===== src/rtl/sc_level_sequencer.sv =====
// Level controller for the vehicle lanes: per-level lane pattern and shift-rate divisor,
// edge-triggered start/stop, in-game level-up reload, internal lane-shift tick.
//
// state | meaning
// IDLE  | after reset, wait for the start button to be released
// ARM   | wait for a start edge, then latch the requested level
// LOAD  | one cycle: strobe the level's pattern into the lane registers
// RUN   | lanes shifting; tick every div cycles; stop or level-up leave
module sc_level_sequencer #(
  parameter int DATAWIDTH_BUS = 8,
  parameter int NUM_LEVELS    = 4,
  parameter int LEVEL_W       = 2,
  parameter int DIV_W         = 24,
  parameter logic [NUM_LEVELS*DATAWIDTH_BUS-1:0] LEVEL_PATTERNS = {8'h81, 8'h99, 8'hA5, 8'hDB},
  parameter logic [NUM_LEVELS*DIV_W-1:0] LEVEL_DIVS =
    {24'd1250000, 24'd2500000, 24'd5000000, 24'd10000000},
  parameter bit WRAP_LEVELS = 1'b0
) (
  input  logic                     SC_LEVELSEQ_CLOCK_50,
  input  logic                     SC_LEVELSEQ_RESET_InLow,
  input  logic [LEVEL_W-1:0]       SC_LEVELSEQ_NVL_IN,
  input  logic                     SC_LEVELSEQ_CN_IN,
  input  logic                     SC_LEVELSEQ_LVLUP_IN,
  output logic                     SC_LEVELSEQ_LOAD_OUT,
  output logic [DATAWIDTH_BUS-1:0] SC_LEVELSEQ_PATTERN_OUT,
  output logic                     SC_LEVELSEQ_TICK_OUT,
  output logic [LEVEL_W-1:0]       SC_LEVELSEQ_LEVEL_OUT,
  output logic                     SC_LEVELSEQ_RUN_OUT
);

  typedef enum logic [1:0] {IDLE = 2'd0, ARM = 2'd1, LOAD = 2'd2, RUN = 2'd3} state_t;

  localparam logic [LEVEL_W-1:0] LAST_LEVEL  = LEVEL_W'(NUM_LEVELS - 1);
  localparam logic [LEVEL_W:0]   LEVEL_COUNT = (LEVEL_W + 1)'(NUM_LEVELS);

  state_t state, state_nxt;
  logic cn_q, cn_rise, term_hit;
  logic [LEVEL_W-1:0] level, level_nxt, level_up, nvl_sat;
  logic [DIV_W-1:0] cnt, cnt_nxt, div_sel, term;
  logic [DATAWIDTH_BUS-1:0] pat_sel;

  assign cn_rise = SC_LEVELSEQ_CN_IN & ~cn_q;
  assign nvl_sat = ({1'b0, SC_LEVELSEQ_NVL_IN} >= LEVEL_COUNT) ? LAST_LEVEL : SC_LEVELSEQ_NVL_IN;
  assign level_up = (level == LAST_LEVEL) ? (WRAP_LEVELS ? '0 : LAST_LEVEL)
                                          : level + LEVEL_W'(1);

  always_comb begin
    pat_sel = '0;
    div_sel = '0;
    for (int k = 0; k < NUM_LEVELS; k++) begin
      if (level == LEVEL_W'(k)) begin
        pat_sel = LEVEL_PATTERNS[k*DATAWIDTH_BUS +: DATAWIDTH_BUS];
        div_sel = LEVEL_DIVS[k*DIV_W +: DIV_W];
      end
    end
  end

  // A zero divisor behaves as one: terminal count 0, so every RUN cycle ticks.
  assign term     = (div_sel == '0) ? '0 : div_sel - DIV_W'(1);
  assign term_hit = (cnt == term);

  always_ff @(posedge SC_LEVELSEQ_CLOCK_50 or negedge SC_LEVELSEQ_RESET_InLow) begin
    if (!SC_LEVELSEQ_RESET_InLow) begin
      state <= IDLE;
      level <= '0;
      cnt   <= '0;
      cn_q  <= 1'b1;
    end else begin
      state <= state_nxt;
      level <= level_nxt;
      cnt   <= cnt_nxt;
      cn_q  <= SC_LEVELSEQ_CN_IN;
    end
  end

  always_comb begin
    state_nxt = state;
    level_nxt = level;
    cnt_nxt   = cnt;
    case (state)
      IDLE: if (!SC_LEVELSEQ_CN_IN) state_nxt = ARM;
      ARM: begin
        if (cn_rise) begin
          level_nxt = nvl_sat;
          state_nxt = LOAD;
        end
      end
      LOAD: begin
        cnt_nxt   = '0;
        state_nxt = RUN;
      end
      RUN: begin
        if (cn_rise) begin
          cnt_nxt   = '0;
          state_nxt = ARM;
        end else if (SC_LEVELSEQ_LVLUP_IN) begin
          level_nxt = level_up;
          cnt_nxt   = '0;
          state_nxt = LOAD;
        end else begin
          cnt_nxt = term_hit ? '0 : cnt + DIV_W'(1);
        end
      end
      default: begin
        cnt_nxt   = '0;
        state_nxt = IDLE;
      end
    endcase
  end

  // Pure state/counter decode; inputs never reach the outputs combinationally.
  assign SC_LEVELSEQ_LOAD_OUT    = (state == LOAD);
  assign SC_LEVELSEQ_PATTERN_OUT = (state == LOAD) ? pat_sel : '0;
  assign SC_LEVELSEQ_RUN_OUT     = (state == RUN);
  assign SC_LEVELSEQ_TICK_OUT    = (state == RUN) && term_hit;
  assign SC_LEVELSEQ_LEVEL_OUT   = level;

endmodule


===== config.mk =====
export PLATFORM = sky130hd
export DESIGN_NAME = sc_level_sequencer
export DESIGN_NICKNAME = d
export VERILOG_FILES = /design/src/rtl/sc_level_sequencer.sv
export SDC_FILE = /design/constraint.sdc
export NUM_CORES = 1
export LEC_CHECK = 0
export ABC_AREA = 1
export CAP_MARGIN = 15
export CORE_MARGIN = 1.5
export CORE_UTILIZATION = 37
export CTS_CLUSTER_SIZE = 14
export DETAILED_ROUTE_END_ITERATION = 12
export GPL_TIMING_DRIVEN = 1
export SLEW_MARGIN = 20
export SYNTH_ARGS = -nofsm -noshare
export SYNTH_HDL_FRONTEND = slang
export SYNTH_SLANG_ARGS = --single-unit
export TNS_END_PERCENT = 10

===== constraint.sdc =====
create_clock -name SC_LEVELSEQ_CLOCK_50 -period 2.7 [get_ports SC_LEVELSEQ_CLOCK_50]
set_input_delay 0.54 -clock SC_LEVELSEQ_CLOCK_50 [delete_from_list [all_inputs] [get_ports SC_LEVELSEQ_CLOCK_50]]
set_output_delay 0.54 -clock SC_LEVELSEQ_CLOCK_50 [all_outputs]
set_load 0.05 [all_outputs]

==> results.toml, run 1 <==
[layout]
area_delta_synth_final_pct = 24.0
diodes = 0
drive_gt1_share_pct = 23.8
nNetsFinal = 418
fillers = 648

[synth]
synth_fp_nets = 389
ys_ff_latch = 29
synth-async-reset-ratio_pct = 100
synth.distinct_cells = 29
synth_area_leader_cell = "dfrtp_1"
synth.top_cell.area_share_pct = 28.9
synth_ff_type = "dfrtp_1"
ys_warn_count = 0
syn-cell-area_um2 = 2430
synth_area_leaders = "dfrtp_1, nand2_1, nor2_1"
syn_area_per_cell_um2 = 6.49
seq_area_frac_synth_pct = 30.0
synth-edff-count = 0
synth_common_cells = "nand2_1, nor2_1, inv_1"
yosysMostFrequentCell = "nand2_1"
syn_inst = 374

[grt]
grt_overflow = 0
track_usage_pct = 19.9
grt_pass1_vias = 2292
grt_pass1_wl_um = 11100
grt_max_degree = 23
antenna_found_initial = 0

[sta]
max_freq_mhz = 374
finalMaxSlewViolations = 0
skew_ps = 6.54
tightestPinTransition_ps = 649
hold_slack_ps = 511
fin_crit_ps = 2670
finalHoldViolations = 0
fin_tns_setup_ps = 0
setup_viol_count_final = 0
slew_headroom_pct = 56.6
rsz0062_at_grt = "yes"
setup_ws_ps = 25.9
fin_crit_sh_pct = 99.0

[critical_path]
critPathMaxFanout = 5
r2r_slack_ps = 540
critPathArrivalTime_ps = 2130
path_class = "flop to primary output"
slowest_stage = "dfrtp_2"
startpoint_type = "flop"
end_kind = "primary output"
max_stage_delay_ps = 450
critPathTopFamily = "simple AND/OR/NAND/NOR gates"
crit_chain = "buf_4 -> ha_2 -> inv_2 -> nand3_1 -> nor2_1 -> nand2_1 -> nand3_1 -> nand2_2 -> nor2_2 -> nand2_2 -> nor2_4 -> buf_12"
crit_required_ps = 2160
crit_buf_inv = 3

[clock_tree]
clkSinkCount = 29
cts-root-buf = "clkbuf_8"
cts.path.max_buffers = 2
insertion_delay_ps = 280
clkTransAtPathRegs_ps = 60
numCtsBuffers = 5
hold_buffers = 0
ctsHtreeMaxLevel = 2
cts_tree = "built"

[route]
wirelength_um = 6620
wl_per_cell_um = 13.8
vias = 2394
first_pass_iters = 4
vias_per_cell = 4.99
drt_first_iter_violations = 192
final_antenna_net_count = 0
drc = 0

[flow_run]
drv_cap = 0

[placed_design]
dpl.hpwl_um = 4990
dp_slack_ps = 257
port_buffers = 18
place.gp.congestion = 0.920

[floorplan]
io_pins = 19
start_util_pct = 38.2
die_w_um = 84.0
die_h_um = 84.0
coreArea_um2 = 6350
dieArea_um2 = 7050
rows = 29

[power_and_ir_drop]
power_density_nw_per_um2 = 830
p_leak_uw = 0.00130
ir_drop_uv = 686

[run_status]
status = "finished, final reports clean"

[hold_path]
hp-class = "flop to flop"
==> cells by family (layout without fill, tap and decap cells) <==
| kind of cell | Yosys count | count (layout) | synth area share (%) |
|---|---|---|---|
| simple gates | 232 | 232 | 43.8 |
| compound gates | 41 | 41 | 9.44 |
| buf+inv | 59 | 88 | 10.7 |
| xor+xnor | 4 | 4 | 1.44 |
| flops | 29 | 29 | 30.0 |
| fa+ha+maj | 9 | 9 | 4.64 |
==> through the flow <==
stage / util, % / cell area (um^2) / power (uW) / std cells
global route: 47.4 / 3010 / 2670 / 480
global placement: 43.9 / 2790 / 1890 / 465
floorplan: - / 2440 / 1440 / 374
detailed placement: 43.9 / 2790 / 1900 / 465
CTS: 45.3 / 2880 / 2280 / 472
finish: 47.4 / 3010 / 2500 / 480
==> layout by cell type, fill, tap and decap left out, types with 8 or more instances in the layout <==
| cell type | n |
|---|---|
| buf_12 | 10 |
| nor2_1 | 42 |
| nand2_2 | 12 |
| dfrtp_1 | 26 |
| nand2_1 | 120 |
| clkdlybuf4s50_1 | 8 |
| inv_1 | 36 |
| o21ai_1 | 11 |
| nand3_2 | 9 |
| buf_4 | 15 |
| nor2_2 | 14 |
| o21ai_0 | 15 |
| nand3_1 | 16 |
| inv_2 | 9 |
==> sequential cells by signal, summed over array words and instances, names as in the netlist <==
register / cells
cnt: 24
SC_LEVELSEQ_LEVEL_OUT: 2
cn_q: 1
state: 2
==> timing repair <==
action	4_1_cts	5_1_grt
resized for setup	3	21
cloned	0	0
endpoints found under the setup margin	1	1
hold endpoints to repair	0	0
pin swaps	0	5
buffers inserted	0	8
==> final timing paths <==
check	cells after the start	start	endpoint
min in group asynchronous	1	SC_LEVELSEQ_RESET_InLow	state[1]
max	12	SC_LEVELSEQ_LEVEL_OUT[0]	SC_LEVELSEQ_TICK_OUT
max reg2reg	13	SC_LEVELSEQ_LEVEL_OUT[0]	cnt[2]
max in group asynchronous	2	SC_LEVELSEQ_RESET_InLow	cnt[21]
min reg2reg	2	cnt[1]	cnt[1]
min	2	cnt[1]	cnt[1]
==> where the power goes <==
group	switching [uW]	total, uW	internal [uW]
Sequential	58.2	539	481
Combinational	957	1590	633
Clock	165	367	202
==> worst reg2reg max path: cells and delay by family, from the launching register on <==
family                   cells  cell delay [ps]
flip-flops                   1              450
AO/OA/AOI/OAI                1               80
AND/OR/NAND/NOR              8              800
adder cells (fa/ha/maj)      1              210
buffers and inverters        3              480
==> per-layer routing <==
layer / part of all wire [%] / track usage, % / vias to the layer above
li1: - / - / 1227
met1: 46 / 26.2 / 1085
met2: 47 / 32.7 / 71
met3: 5.7 / 3.76 / 11
met4: 1.8 / 6.71 / 0
met5: 0 / 0 / -
==> layout make-up <==
type,count,area (um^2),area share (%)
Multi-Input combinational cell,286,1520,50.5
Inverter,48,185,6.16
Clock buffer,7,86.3,2.87
Sequential cell,29,729,24.3
Tap cell,77,96.3,3.20
Timing Repair Buffer,33,393,13.1
Power figures use the tool's default switching activity.
==> inputs of run 2 (changes only) <==
--- a/config.mk
+++ b/config.mk
@@ -12,6 +12,7 @@
 export CTS_CLUSTER_SIZE = 14
 export DETAILED_ROUTE_END_ITERATION = 12
 export GPL_TIMING_DRIVEN = 1
+export SKIP_LAST_GASP = 1
 export SLEW_MARGIN = 20
 export SYNTH_ARGS = -nofsm -noshare
 export SYNTH_HDL_FRONTEND = slang
==> run 2 against run 1 <==
Via count up 0.38%. Critical endpoint unchanged. Die area unchanged. Clock skew down 1.1 ps.
==> results.toml, run 2 (same netlist as run 1, synthesis figures left out) <==
[floorplan]
dieArea_um2 = 7050
rows = 29
coreArea_um2 = 6350
die_w_um = 84.0
die_h_um = 84.0
start_util_pct = 38.2
io_pins = 19

[route]
vias = 2403
drc = 0
drt_first_iter_violations = 195
wirelength_um = 6620
final_antenna_net_count = 0
vias_per_cell = 5.01
first_pass_iters = 4
wl_per_cell_um = 13.8

[critical_path]
worst_r2r_path_depth = 13
crit_required_ps = 2160
critPathArrivalTime_ps = 2120
critPathMaxFanout = 5
path_class = "flop to primary output"
regToRegEndpoint = "cnt[2]"
r2r_start = "SC_LEVELSEQ_LEVEL_OUT[0]"
r2r_slack_ps = 550
cp-startpoint = "SC_LEVELSEQ_LEVEL_OUT[0]"
startpoint_type = "flop"
end_kind = "primary output"

[sta]
finalMaxSlewViolations = 0
rsz0062_at_grt = "yes"
fin_tns_setup_ps = 0
slew_headroom_pct = 56.6
skew_ps = 5.40
setup_viol_count_final = 0
tightestPinTransition_ps = 650
fin_crit_sh_pct = 98.6
setup_ws_ps = 36.9
fin_crit_ps = 2660
finalHoldViolations = 0
max_freq_mhz = 376

[layout]
drive_gt1_share_pct = 23.6
final_common_cell = "nand2_1"
area_delta_synth_final_pct = 23.9
largest_reg_flops = 24
diodes = 0
fin_cells = 480
final_cell_mix = "nand2_1, nor2_1, inv_1"
design_area_um2 = 3010
nNetsFinal = 418
top_register = "cnt"
final_util_pct = 47.3

[flow_run]
drv_cap = 0

[placed_design]
dpl.hpwl_um = 4990
port_buffers = 18
dpl_cell_area_um2 = 2790
dp_cells = 465
place.gp.congestion = 0.920
dp_slack_ps = 257

[hold_path]
min_path_cells = 2
hold_start = "cnt[1]"
hold_end = "cnt[1]"
hp-class = "flop to flop"

[power_and_ir_drop]
comb_power_share_pct = 63.7
power.switching_uw = 1180
power_density_nw_per_um2 = 828
sw_frac_of_total_pct = 47.3
p_leak_uw = 0.00130
intPower_uw = 1310
clkPwrFrac_pct = 14.7
ir_drop_uv = 687
pwr-share-seq_pct = 21.6

[clock_tree]
cts.path.max_buffers = 2
numCtsBuffers = 5
clkTransAtPathRegs_ps = 60
cts_tree = "built"
ctsHtreeMaxLevel = 2
insertion_delay_ps = 280
clkSinkCount = 29
cts-root-buf = "clkbuf_8"
hold_buffers = 0

[grt]
grt_pass1_wl_um = 11100
use_met1_pct = 26.2
antenna_found_initial = 0
grt_max_degree = 23
track_usage_pct = 19.9
grt_overflow = 0
gr-max-usage-layer = "met2"
grt_pass1_vias = 2292
met3_usage_pct = 3.76
grt_use_met2_pct = 32.7

[run_status]
status = "finished, final reports clean"
==> run 2: layer usage <==
| layer | vias up | wire length (um) |
|---|---|---|
| li1 | 1227 | - |
| met2 | 74 | 3100 |
| met4 | 0 | 111 |
| met1 | 1090 | 3010 |
| met5 | - | 0 |
| met3 | 12 | 403 |
==> run 2: how the worst max path moves through the flow <==
stage	to	slack [ps]	depth (start not counted)
global route	SC_LEVELSEQ_TICK_OUT	-90	12
global placement	SC_LEVELSEQ_TICK_OUT	300	12
CTS	SC_LEVELSEQ_TICK_OUT	20	12
floorplan	SC_LEVELSEQ_TICK_OUT	-110	12
finish	SC_LEVELSEQ_TICK_OUT	40	12
detailed placement	SC_LEVELSEQ_TICK_OUT	260	12
==> run 2: power groups by stage <==
| stage | Combinational (uW) | Clock (uW) | Sequential (uW) |
|---|---|---|---|
| after detailed placement | 1360 | 0 | 542 |
| after CTS | 1370 | 378 | 536 |
| after global routing | 1720 | 396 | 547 |
| final | 1590 | 365 | 539 |
| after global placement | 1350 | 0 | 538 |
| after floorplan | 849 | 0 | 588 |
==> run 2: through the flow <==
stage,total power [uW],hold WS (ps)
finish,2490,511
global route,2670,553
CTS,2280,517
detailed placement,1900,500
global placement,1890,494
floorplan,1440,244
==> run 2: critical path, stage by stage (launching register included) <==
cell     delay [ps]
dfrtp_2         450
buf_4           150
ha_2            210
inv_2            80
nand3_1         130
nor2_1          140
nand2_1          80
nand3_1          90
nand2_1          70
nor2_2          130
nand2_2          80
nor2_4          100
buf_12          140
==> run 2: final cells by class <==
cell class	count	area, um^2
Fill cell	649	3340
Multi-Input combinational cell	286	1520
Sequential cell	29	729
Timing Repair Buffer	33	393
Inverter	48	185
Tap cell	77	96.3
Clock buffer	7	86.3
==> run 2: repair_timing <==
action,CTS,global route
cloned,0,0
pin swaps,0,5
buffers inserted,0,8
resized for setup,3,20
setup endpoints to repair,1,1
==> inputs of run 3 (changes only) <==
==> constraint.sdc (replaced) <==
create_clock -name SC_LEVELSEQ_CLOCK_50 -period 2.3 [get_ports SC_LEVELSEQ_CLOCK_50]
set_input_delay 0.46 -clock SC_LEVELSEQ_CLOCK_50 [delete_from_list [all_inputs] [get_ports SC_LEVELSEQ_CLOCK_50]]
set_output_delay 0.46 -clock SC_LEVELSEQ_CLOCK_50 [all_outputs]
set_load 0.05 [all_outputs]
==> run 3 against run 2 <==
The flow now finishes with violations (setup timing). Clock power up 31%. Via count down 1.3%. Cell area up 1.8%. Sequential share of layout area down 0.44 points. Highest routed layer unchanged. Die area unchanged. Utilization up 0.87 points. Clock-buffer cell count unchanged. Worst hold slack better by 1.1 ps. Wire length up 3.4%. Largest power group unchanged.
==> results.toml, run 3 (same netlist as run 1, synthesis figures left out) <==
[clock_tree]
cts_tree = "built"
hold_buffers = 0
clkSinkCount = 29
ctsHtreeMaxLevel = 2
numCtsBuffers = 5
cts-root-buf = "clkbuf_8"
insertion_delay_ps = 280
cts.path.max_buffers = 2
clkTransAtPathRegs_ps = 70

[layout]
drive_gt1_share_pct = 24.7
final_common_cell = "nand2_1"
final_cell_mix = "nand2_1, nor2_1, inv_1"
top_register = "cnt"
area_delta_synth_final_pct = 26.1
diodes = 0
fillers = 660
multiInputGateArea_um2 = 1560
design_area_um2 = 3060
largest_reg_flops = 24
regArea_um2 = 729
nNetsFinal = 415

[grt]
grt_overflow = 0
grt_max_degree = 30
grt_pass1_wl_um = 11700
antenna_found_initial = 0
track_usage_pct = 20.7
grt_pass1_vias = 2278

[sta]
rsz0062_at_grt = "yes"
finalHoldViolations = 0
slew_headroom_pct = 65.2
fin_crit_sh_pct = 109
tightestPinTransition_ps = 520
setup_viol_count_final = 1
max_freq_mhz = 400
fin_tns_setup_ps = -202
setup_ws_ps = -202
finalMaxSlewViolations = 0
skew_ps = 7.38
fin_crit_ps = 2500

[floorplan]
io_pins = 19
rows = 29
die_w_um = 84.0
start_util_pct = 38.2
coreArea_um2 = 6350
die_h_um = 84.0
dieArea_um2 = 7050

[route]
final_antenna_net_count = 0
first_pass_iters = 4
wl_per_cell_um = 14.3
wirelength_um = 6850
vias_per_cell = 4.96
drc = 0
drt_first_iter_violations = 174
vias = 2371

[critical_path]
critPathArrivalTime_ps = 2040
path_class = "flop to primary output"
startpoint_type = "flop"
crit_required_ps = 1840
crit_buf_inv = 2
cp-startpoint = "SC_LEVELSEQ_LEVEL_OUT[0]"
slowest_stage = "dfrtp_2"
critPathMaxFanout = 7
critPathTopFamily = "simple AND/OR/NAND/NOR gates"
crit_top_cell = "nand2_1"
max_stage_delay_ps = 420
crit_chain = "clkinv_4 -> ha_4 -> nor2_2 -> nand2_2 -> o21ai_2 -> nand2_1 -> nand2_1 -> nand2_1 -> nor2_2 -> nand2_2 -> nor2_4 -> buf_12"
r2r_start = "SC_LEVELSEQ_LEVEL_OUT[0]"
end_kind = "primary output"

[placed_design]
dp_slack_ps = 21.9
place.gp.congestion = 0.914
dpl.hpwl_um = 5020
dpl_cell_area_um2 = 2830
port_buffers = 18

[power_and_ir_drop]
total_power_uw = 3050
p_leak_uw = 0.00130
ir_drop_uv = 948
power_density_nw_per_um2 = 996

[flow_run]
drv_cap = 0

[hold_path]
hold_start = "cnt[1]"
hp-class = "flop to flop"

[run_status]
status = "complete, but fails checks"
violations = "setup timing"
[run 3: cell types whose count changed in the layout (fill, tap and decap cells not counted), moves of 2 or more]
cell / before / now
ha_4: 3 / 5
ha_1: 4 / 2
inv_4: 2 / 0
buf_4: 15 / 12
clkinv_4: 0 / 2
[run 3: area by class of cell]
class	instances	area share [%]
Sequential cell	29	23.8
Clock buffer	7	3.15
Timing Repair Buffer	30	12.4
Multi-Input combinational cell	286	51.1
Tap cell	77	3.15
Inverter	48	6.21
Clock inverter	1	0.164
[run 3: worst min-delay path, cell delays in order (launching register included)]
cell and delay, ps:
dfrtp_1 370, nand2_1 60, nand2_1 60
[run 3: path summary, 6_finish.rpt]
check	to	slack [ps]	depth (start not counted)
worst max-delay path	SC_LEVELSEQ_TICK_OUT	-200	12
worst min-delay path	cnt[1]	510	2
worst max register to register	cnt[4]	270	13
worst min register to register	cnt[1]	510	2
max in group asynchronous	cn_q	1390	2
min in group asynchronous	cnt[5]	580	2
[run 3: per-stage QoR]
| step | cells | util (%) | hold slack, ps |
|---|---|---|---|
| 3_5_place_dp | 464 | 44.5 | 503 |
| 5_1_grt | 478 | 48.2 | 559 |
| 2_1_floorplan | 374 | - | 164 |
| 6_report | 478 | 48.2 | 512 |
| 4_1_cts | 473 | 46.8 | 523 |
| 3_3_place_gp | 464 | 44.5 | 491 |
[run 3: metal layers]
layer | GRT usage, % | vias to the layer above | part of all wire (%)
li1 | - | 1223 | -
met4 | 6.41 | 0 | 1.7
met5 | 0 | - | 0
met2 | 33.7 | 69 | 46
met3 | 3.66 | 12 | 4.3
met1 | 27.9 | 1067 | 48
[run 3: timing repair]
item / in CTS / in global routing
resized for setup: 5 / 17
endpoints found under the setup margin: 1 / 1
setup buffers: 1 / 5
pin swaps: 1 / 13
[run 3: report_power, final]
part | switching [uW] | leakage [uW] | internal [uW]
clock network | 207 | 0.0000542 | 270
logic | 1170 | 0.000855 | 765
registers | 66.4 | 0.000389 | 564
